$ cat src/rtl/alu_pkg.sv
// Shared encodings for the 8-bit ALU issuing sequencer.
// Holds selector codes, flag bit positions, FSM state codes and small opcode helpers.
// No ports; imported by alu_flag_gen and alu_op_sequencer.
package alu_pkg;

  localparam int FLAGS_W = 5;

  // ALU selector / request opcodes
  localparam logic [3:0] SEL_ADD = 4'b0000;
  localparam logic [3:0] SEL_SUB = 4'b0001;
  localparam logic [3:0] SEL_AND = 4'b0010;
  localparam logic [3:0] SEL_OR  = 4'b0011;
  localparam logic [3:0] SEL_XOR = 4'b0100;
  localparam logic [3:0] SEL_NOT = 4'b0101;

  // Flag bit positions inside {OF,SF,ZF,PF,CF}
  localparam int FLAG_CF = 0;
  localparam int FLAG_PF = 1;
  localparam int FLAG_ZF = 2;
  localparam int FLAG_SF = 3;
  localparam int FLAG_OF = 4;

  // Sequencer FSM states
  localparam logic [2:0] S_IDLE = 3'd0;
  localparam logic [2:0] S_LO   = 3'd1;
  localparam logic [2:0] S_HI   = 3'd2;
  localparam logic [2:0] S_FIX  = 3'd3;
  localparam logic [2:0] S_DONE = 3'd4;

  function automatic logic op_is_valid(input logic [3:0] op);
    return (op <= SEL_NOT);
  endfunction

  function automatic logic op_is_arith(input logic [3:0] op);
    return (op == SEL_ADD) || (op == SEL_SUB);
  endfunction

endpackage

$ cat src/rtl/alu_flag_gen.sv
// Purpose: derives {OF,SF,ZF,PF,CF} for a finished 8- or 16-bit result.
// Latency: combinational. Backpressure: none, pure function of its inputs.
// Ports: result_i/wide_i/op_i describe the result; c_lo_i/o_lo_i are the low-byte
//   ALU carry/overflow, c_hi_i the merged high-byte carry, a_msb_i/b_msb_i the
//   operand sign bits used for 16-bit overflow; flags_o is the flag vector.
module alu_flag_gen
  import alu_pkg::*;
(
  input  logic [15:0]        result_i,
  input  logic               wide_i,
  input  logic [3:0]         op_i,
  input  logic               c_lo_i,
  input  logic               o_lo_i,
  input  logic               c_hi_i,
  input  logic               a_msb_i,
  input  logic               b_msb_i,
  output logic [FLAGS_W-1:0] flags_o
);

  logic r_msb;

  always_comb begin
    flags_o = '0;
    r_msb   = wide_i ? result_i[15] : result_i[7];

    flags_o[FLAG_PF] = ~^result_i[7:0];
    flags_o[FLAG_ZF] = wide_i ? (result_i == 16'h0000) : (result_i[7:0] == 8'h00);
    flags_o[FLAG_SF] = r_msb;

    if (op_is_arith(op_i)) begin
      if (wide_i) begin
        flags_o[FLAG_CF] = c_hi_i;
        // The 8-bit ALU only sees byte slices, so 16-bit overflow is rebuilt
        // from the full-width operand and result sign bits.
        if (op_i == SEL_ADD) begin
          flags_o[FLAG_OF] = (a_msb_i == b_msb_i) && (r_msb != a_msb_i);
        end else begin
          flags_o[FLAG_OF] = (a_msb_i != b_msb_i) && (r_msb != a_msb_i);
        end
      end else begin
        flags_o[FLAG_CF] = c_lo_i;
        flags_o[FLAG_OF] = o_lo_i;
      end
    end
  end

endmodule

$ cat src/rtl/alu_op_sequencer.sv
// Purpose: issues 8/16-bit requests to an 8-bit ALU in byte passes and returns result+flags.
// Latency: accept->rsp_valid 2 cycles (8-bit), 3 (16-bit), 4 (16-bit with carry/borrow fix).
// Backpressure: req_ready only in IDLE; response held stable until rsp_ready.
// Ports: clk/rst (sync active-high); req_* request handshake and operands;
//   alu_a/alu_b/alu_sel registered ALU drive, alu_x/alu_cout/alu_oflow ALU returns;
//   rsp_* response handshake, result and error; flags architectural {OF,SF,ZF,PF,CF}.
module alu_op_sequencer
  import alu_pkg::*;
(
  input  logic               clk,
  input  logic               rst,
  input  logic               req_valid,
  output logic               req_ready,
  input  logic [3:0]         req_op,
  input  logic               req_wide,
  input  logic [15:0]        req_a,
  input  logic [15:0]        req_b,
  output logic [7:0]         alu_a,
  output logic [7:0]         alu_b,
  output logic [3:0]         alu_sel,
  input  logic [7:0]         alu_x,
  input  logic               alu_cout,
  input  logic               alu_oflow,
  output logic               rsp_valid,
  input  logic               rsp_ready,
  output logic [15:0]        rsp_result,
  output logic               rsp_err,
  output logic [FLAGS_W-1:0] flags
);

  logic [2:0]         state_q,  state_d;
  logic [3:0]         op_q,     op_d;
  logic               wide_q,   wide_d;
  logic [7:0]         a_hi_q,   a_hi_d;
  logic [7:0]         b_hi_q,   b_hi_d;
  logic [7:0]         x_lo_q,   x_lo_d;
  logic               c0_q,     c0_d;
  logic               o0_q,     o0_d;
  logic               c1_q,     c1_d;
  logic [7:0]         alu_a_q,  alu_a_d;
  logic [7:0]         alu_b_q,  alu_b_d;
  logic [3:0]         alu_sel_q, alu_sel_d;
  logic               rsp_valid_q,  rsp_valid_d;
  logic [15:0]        rsp_result_q, rsp_result_d;
  logic               rsp_err_q,    rsp_err_d;
  logic [FLAGS_W-1:0] flags_q,  flags_d;

  // Operands of the pass that completes the operation, fed to the flag generator.
  logic [15:0]        fin_result;
  logic               fin_c_lo;
  logic               fin_o_lo;
  logic               fin_c_hi;
  logic               load_rsp;
  logic [FLAGS_W-1:0] fin_flags;

  alu_flag_gen u_flag_gen (
    .result_i (fin_result),
    .wide_i   (wide_q),
    .op_i     (op_q),
    .c_lo_i   (fin_c_lo),
    .o_lo_i   (fin_o_lo),
    .c_hi_i   (fin_c_hi),
    .a_msb_i  (a_hi_q[7]),
    .b_msb_i  (b_hi_q[7]),
    .flags_o  (fin_flags)
  );

  always_comb begin
    state_d      = state_q;
    op_d         = op_q;
    wide_d       = wide_q;
    a_hi_d       = a_hi_q;
    b_hi_d       = b_hi_q;
    x_lo_d       = x_lo_q;
    c0_d         = c0_q;
    o0_d         = o0_q;
    c1_d         = c1_q;
    alu_a_d      = alu_a_q;
    alu_b_d      = alu_b_q;
    alu_sel_d    = alu_sel_q;
    rsp_valid_d  = rsp_valid_q;
    rsp_result_d = rsp_result_q;
    rsp_err_d    = rsp_err_q;
    flags_d      = flags_q;
    fin_result   = 16'h0000;
    fin_c_lo     = c0_q;
    fin_o_lo     = o0_q;
    fin_c_hi     = 1'b0;
    load_rsp     = 1'b0;

    case (state_q)
      S_IDLE: begin
        if (req_valid) begin
          op_d   = req_op;
          wide_d = req_wide;
          a_hi_d = req_a[15:8];
          b_hi_d = req_b[15:8];
          if (!op_is_valid(req_op)) begin
            // Bad opcode never touches the ALU or the flags register.
            state_d      = S_DONE;
            rsp_valid_d  = 1'b1;
            rsp_result_d = 16'h0000;
            rsp_err_d    = 1'b1;
          end else begin
            alu_a_d   = req_a[7:0];
            alu_b_d   = req_b[7:0];
            alu_sel_d = req_op;
            state_d   = S_LO;
          end
        end
      end

      S_LO: begin
        x_lo_d   = alu_x;
        c0_d     = alu_cout;
        o0_d     = alu_oflow;
        fin_c_lo = alu_cout;
        fin_o_lo = alu_oflow;
        if (!wide_q) begin
          fin_result = {8'h00, alu_x};
          load_rsp   = 1'b1;
        end else begin
          alu_a_d = a_hi_q;
          alu_b_d = b_hi_q;
          state_d = S_HI;
        end
      end

      S_HI: begin
        c1_d = alu_cout;
        // A low-byte carry/borrow is folded into the high byte with a second
        // +1/-1 pass using the same selector.
        if (c0_q && op_is_arith(op_q)) begin
          alu_a_d = alu_x;
          alu_b_d = 8'h01;
          state_d = S_FIX;
        end else begin
          fin_result = {alu_x, x_lo_q};
          fin_c_hi   = alu_cout;
          load_rsp   = 1'b1;
        end
      end

      S_FIX: begin
        fin_result = {alu_x, x_lo_q};
        fin_c_hi   = c1_q | alu_cout;
        load_rsp   = 1'b1;
      end

      S_DONE: begin
        if (rsp_ready) begin
          rsp_valid_d = 1'b0;
          state_d     = S_IDLE;
        end
      end

      default: state_d = S_IDLE;
    endcase

    if (load_rsp) begin
      state_d      = S_DONE;
      rsp_valid_d  = 1'b1;
      rsp_result_d = fin_result;
      rsp_err_d    = 1'b0;
      flags_d      = fin_flags;
      alu_a_d      = 8'h00;
      alu_b_d      = 8'h00;
      alu_sel_d    = SEL_ADD;
    end
  end

  always_ff @(posedge clk) begin
    if (rst) begin
      state_q      <= S_IDLE;
      op_q         <= 4'h0;
      wide_q       <= 1'b0;
      a_hi_q       <= 8'h00;
      b_hi_q       <= 8'h00;
      x_lo_q       <= 8'h00;
      c0_q         <= 1'b0;
      o0_q         <= 1'b0;
      c1_q         <= 1'b0;
      alu_a_q      <= 8'h00;
      alu_b_q      <= 8'h00;
      alu_sel_q    <= SEL_ADD;
      rsp_valid_q  <= 1'b0;
      rsp_result_q <= 16'h0000;
      rsp_err_q    <= 1'b0;
      flags_q      <= '0;
    end else begin
      state_q      <= state_d;
      op_q         <= op_d;
      wide_q       <= wide_d;
      a_hi_q       <= a_hi_d;
      b_hi_q       <= b_hi_d;
      x_lo_q       <= x_lo_d;
      c0_q         <= c0_d;
      o0_q         <= o0_d;
      c1_q         <= c1_d;
      alu_a_q      <= alu_a_d;
      alu_b_q      <= alu_b_d;
      alu_sel_q    <= alu_sel_d;
      rsp_valid_q  <= rsp_valid_d;
      rsp_result_q <= rsp_result_d;
      rsp_err_q    <= rsp_err_d;
      flags_q      <= flags_d;
    end
  end

  assign req_ready  = (state_q == S_IDLE);
  assign alu_a      = alu_a_q;
  assign alu_b      = alu_b_q;
  assign alu_sel    = alu_sel_q;
  assign rsp_valid  = rsp_valid_q;
  assign rsp_result = rsp_result_q;
  assign rsp_err    = rsp_err_q;
  assign flags      = flags_q;

endmodule

$ cat config.mk
export PLATFORM = sky130hd
export DESIGN_NAME = alu_op_sequencer
export DESIGN_NICKNAME = d
export VERILOG_FILES = /design/src/rtl/alu_pkg.sv /design/src/rtl/alu_flag_gen.sv /design/src/rtl/alu_op_sequencer.sv
export SDC_FILE = /design/constraint.sdc
export NUM_CORES = 1
export LEC_CHECK = 0
export CAP_MARGIN = 10
export CORE_MARGIN = 2
export CORE_UTILIZATION = 30
export DETAILED_ROUTE_END_ITERATION = 7
export PLACE_DENSITY_LB_ADDON = 0.05
export REMOVE_ABC_BUFFERS = 1
export SYNTH_ARGS = -nofsm -noshare
export SYNTH_HDL_FRONTEND = slang
export SYNTH_SLANG_ARGS = --single-unit
$ cat constraint.sdc
create_clock -name clk -period 2.4 [get_ports clk]
set_input_delay 0.72 -clock clk [delete_from_list [all_inputs] [get_ports clk]]
set_output_delay 0.72 -clock clk [all_outputs]
set_load 0.01 [all_outputs]
==> results_dict.tcl <==
set metrics [dict create \
    finalCriticalPeriod_ns 2.198 \
    worst_hold_path_type "flop to flop" \
    whs_ns 0.4472 \
    layout_common_cells "92 x nand2_1, 92 x clkdlybuf4s50_1, 78 x dfxtp_1, 56 x a21oi_1, 51 x buf_4" \
    crit_slowest_cell "dfxtp_1" \
    synth_flop_cell "dfxtp_1" \
    io_pins 95 \
    cts_tree "done" \
    clock_path_buffers 2 \
    cts-root-buf "clkbuf_16" \
    rsz0062_at_grt "no" \
    fin_cells 693 \
    synth_cells 421 \
    synth-seq-area-share_pct 44.68 \
    dp.cells 677 \
    die_height_um 111.9 \
    post-route-drc-count 0 \
    critPathKind "flop to flop" \
    worst_pin_slew_ns 0.7115 \
    status "completed" \
    fin_nets 601 \
    ys_ff_latch 78 \
    hold_buffers 0 \
    synth_cell_types 50 \
    power_mw 3.871 \
    setup_violations 0 \
    hold_violations 0 \
    regToRegStartpoint "op_q[2]" \
    placement_rows 39 \
    drive_above_1_share_pct 13.82 \
    first_iter_violations 141 \
    crit_required_ns 2.62 \
    synth_edf_count 0 \
    yosys.area.top_type_share_pct 44.68 \
    power.leakage_nw 1.890 \
    postCtsSetupBuffers 0 \
    synth_warnings 0 \
    first_global_vias 3442 \
    slowest_delay_ns 0.32 \
    async_flop_share_pct 0 \
    gp_congestion 0.8273 \
    syn_avg_cell_area_um2 8.301 \
    fin_skew_ns 0.004597 \
    final_util_pct 45.25 \
    hold_start "alu_b[0]" \
    die_area_um2 12530 \
    cts_resized 1 \
    p_per_area_nw_per_um2 752.4 \
    clk_latency_ns 0.33 \
    cap_viol_max_count 0 \
    antenna_cells 0 \
    detail_route.first_pass.iterations 4 \
    timing_max_transition_violations_final 0 \
    die_w_um 111.9 \
    yosys-top-cells-area "dfxtp_1 45%, nand2_1 9.9%, a21oi_1 8.0%" \
    cp-start-kind "flop" \
    relSlewSlack_pct 52.25 \
    cts.sinks 78 \
    crit_fanout 10 \
    cp-end-kind "flop" \
    via_count 3513 \
    wl_mm 11.16 \
    areaGrowthSynthToFinish_pct 47.23 \
    start_util_pct 30.74 \
    fmax_ghz 0.4551 \
    viasPerCell 5.069 \
    crit_start "op_q[2]" \
    hpwl_mm 7.939 \
    crit_arrival_ns 2.41 \
    drtAntennaViolNets 0 \
    grt_pass1_wl_mm 18.17 \
    cts_max_level 3 \
    grt.total_usage_pct 18.34 \
    port_buffers 94 \
    grt_max_degree 26 \
    wl_per_cell_um 16.11 \
    overflow 0 \
    core_um2 11370 \
    cts.clk_slew.worst_paths_ns 0.06 \
    path_cells "nor3_1 > buf_4 > a31oi_1 > buf_4 > a22oi_1 > ha_1 > xnor2_1 > xnor2_1 > nor2_1 > a21oi_1 > nor2_1" \
    tns_ns 0 \
    synth_area_um2 3495 \
    yosys.area.top_type "dfxtp_1" \
    vdd_drop_max_mv 0.3711 \
    antenna_found_initial 0 \
    cts_buffers 9 \
    fin_crit_sh_pct 91.56 \
]
-- stage by stage --
stage | setup WS, ns | instance area, um^2
floorplan | -0.7641 | 3311
CTS | 0.001404 | 5135
detailed placement | -0.3331 | 4861
finish | 0.2025 | 5145
global placement | -0.2892 | 4861
global route | 0.02244 | 5145
-- report_power, final --
part | total [mW] | switching (mW) | internal (mW)
Combinational | 1.11 | 0.579 | 0.527
Clock | 1.27 | 0.520 | 0.751
Sequential | 1.49 | 0.0761 | 1.42
-- cell usage after synthesis, types with 2 or more instances --
| master | instances |
|---|---|
| o21ai_0 | 11 |
| xnor2_1 | 4 |
| nand2b_1 | 4 |
| mux2i_1 | 3 |
| a22o_1 | 8 |
| nor3_1 | 10 |
| a221oi_1 | 7 |
| inv_1 | 3 |
| a22oi_1 | 15 |
| dfxtp_1 | 78 |
| and3_1 | 2 |
| nor2_1 | 29 |
| nor2b_1 | 4 |
| clkbuf_1 | 21 |
| buf_2 | 6 |
| nand2_1 | 92 |
| nor4_1 | 4 |
| a21oi_1 | 56 |
| buf_6 | 6 |
| ha_1 | 4 |
| o22ai_1 | 10 |
| o211ai_1 | 9 |
| o221ai_1 | 8 |
-- sequential cells by signal (all words and copies together) (netlist names), 3 cells and up --
name / cells
rsp_result: 16
a_hi_q: 8
alu_a: 8
alu_b: 8
b_hi_q: 8
x_lo_q: 8
flags: 5
alu_sel: 4
op_q: 4
state_q: 3
-- path summary, 6_finish.rpt --
check             end  slack (ns)  cells past startpoint
min          alu_b[0]        0.45                      2
max reg2reg  flags[1]        0.20                     11
max          flags[1]        0.20                     11
min reg2reg  alu_b[0]        0.45                      2
-- layout make-up --
cell class / count / area [um^2]
Tap cell: 143 / 178.9
Sequential cell: 78 / 1562
Clock buffer: 14 / 264.0
Fill cell: 1177 / 6225
Clock inverter: 1 / 5.005
Multi-Input combinational cell: 305 / 1739
Inverter: 4 / 15.01
Timing Repair Buffer: 148 / 1381
-- layer usage --
layer / vias up / GRT usage [%] / routed length, um / part of all wire [%]
li1: 1763 / - / - / -
met4: 0 / 5.691 / 127 / 1.1
met5: - / 0 / 0 / 0
met1: 1652 / 25.01 / 5260 / 47
met2: 88 / 29.49 / 5213 / 47
met3: 10 / 3.593 / 561 / 5.0
-- kinds of logic after synthesis --
kind of cell / Yosys count / synth area share [%]
compound gates: 135 / 25.81
xor+xnor: 5 / 1.253
fa+ha+maj: 4 / 1.432
buf+inv: 38 / 5.693
flops: 78 / 44.68
mux: 3 / 0.8593
simple gates: 158 / 20.26
-- worst max-delay path, delay by kind of cell, from the launching register on --
family | cells | cell delay [ns]
compound gates | 3 | 0.43
xor+xnor | 2 | 0.40
buf+inv | 2 | 0.33
flops | 1 | 0.32
simple gates | 3 | 0.30
fa+ha+maj | 1 | 0.29
Note: power is estimated with default switching activity, not from simulation.
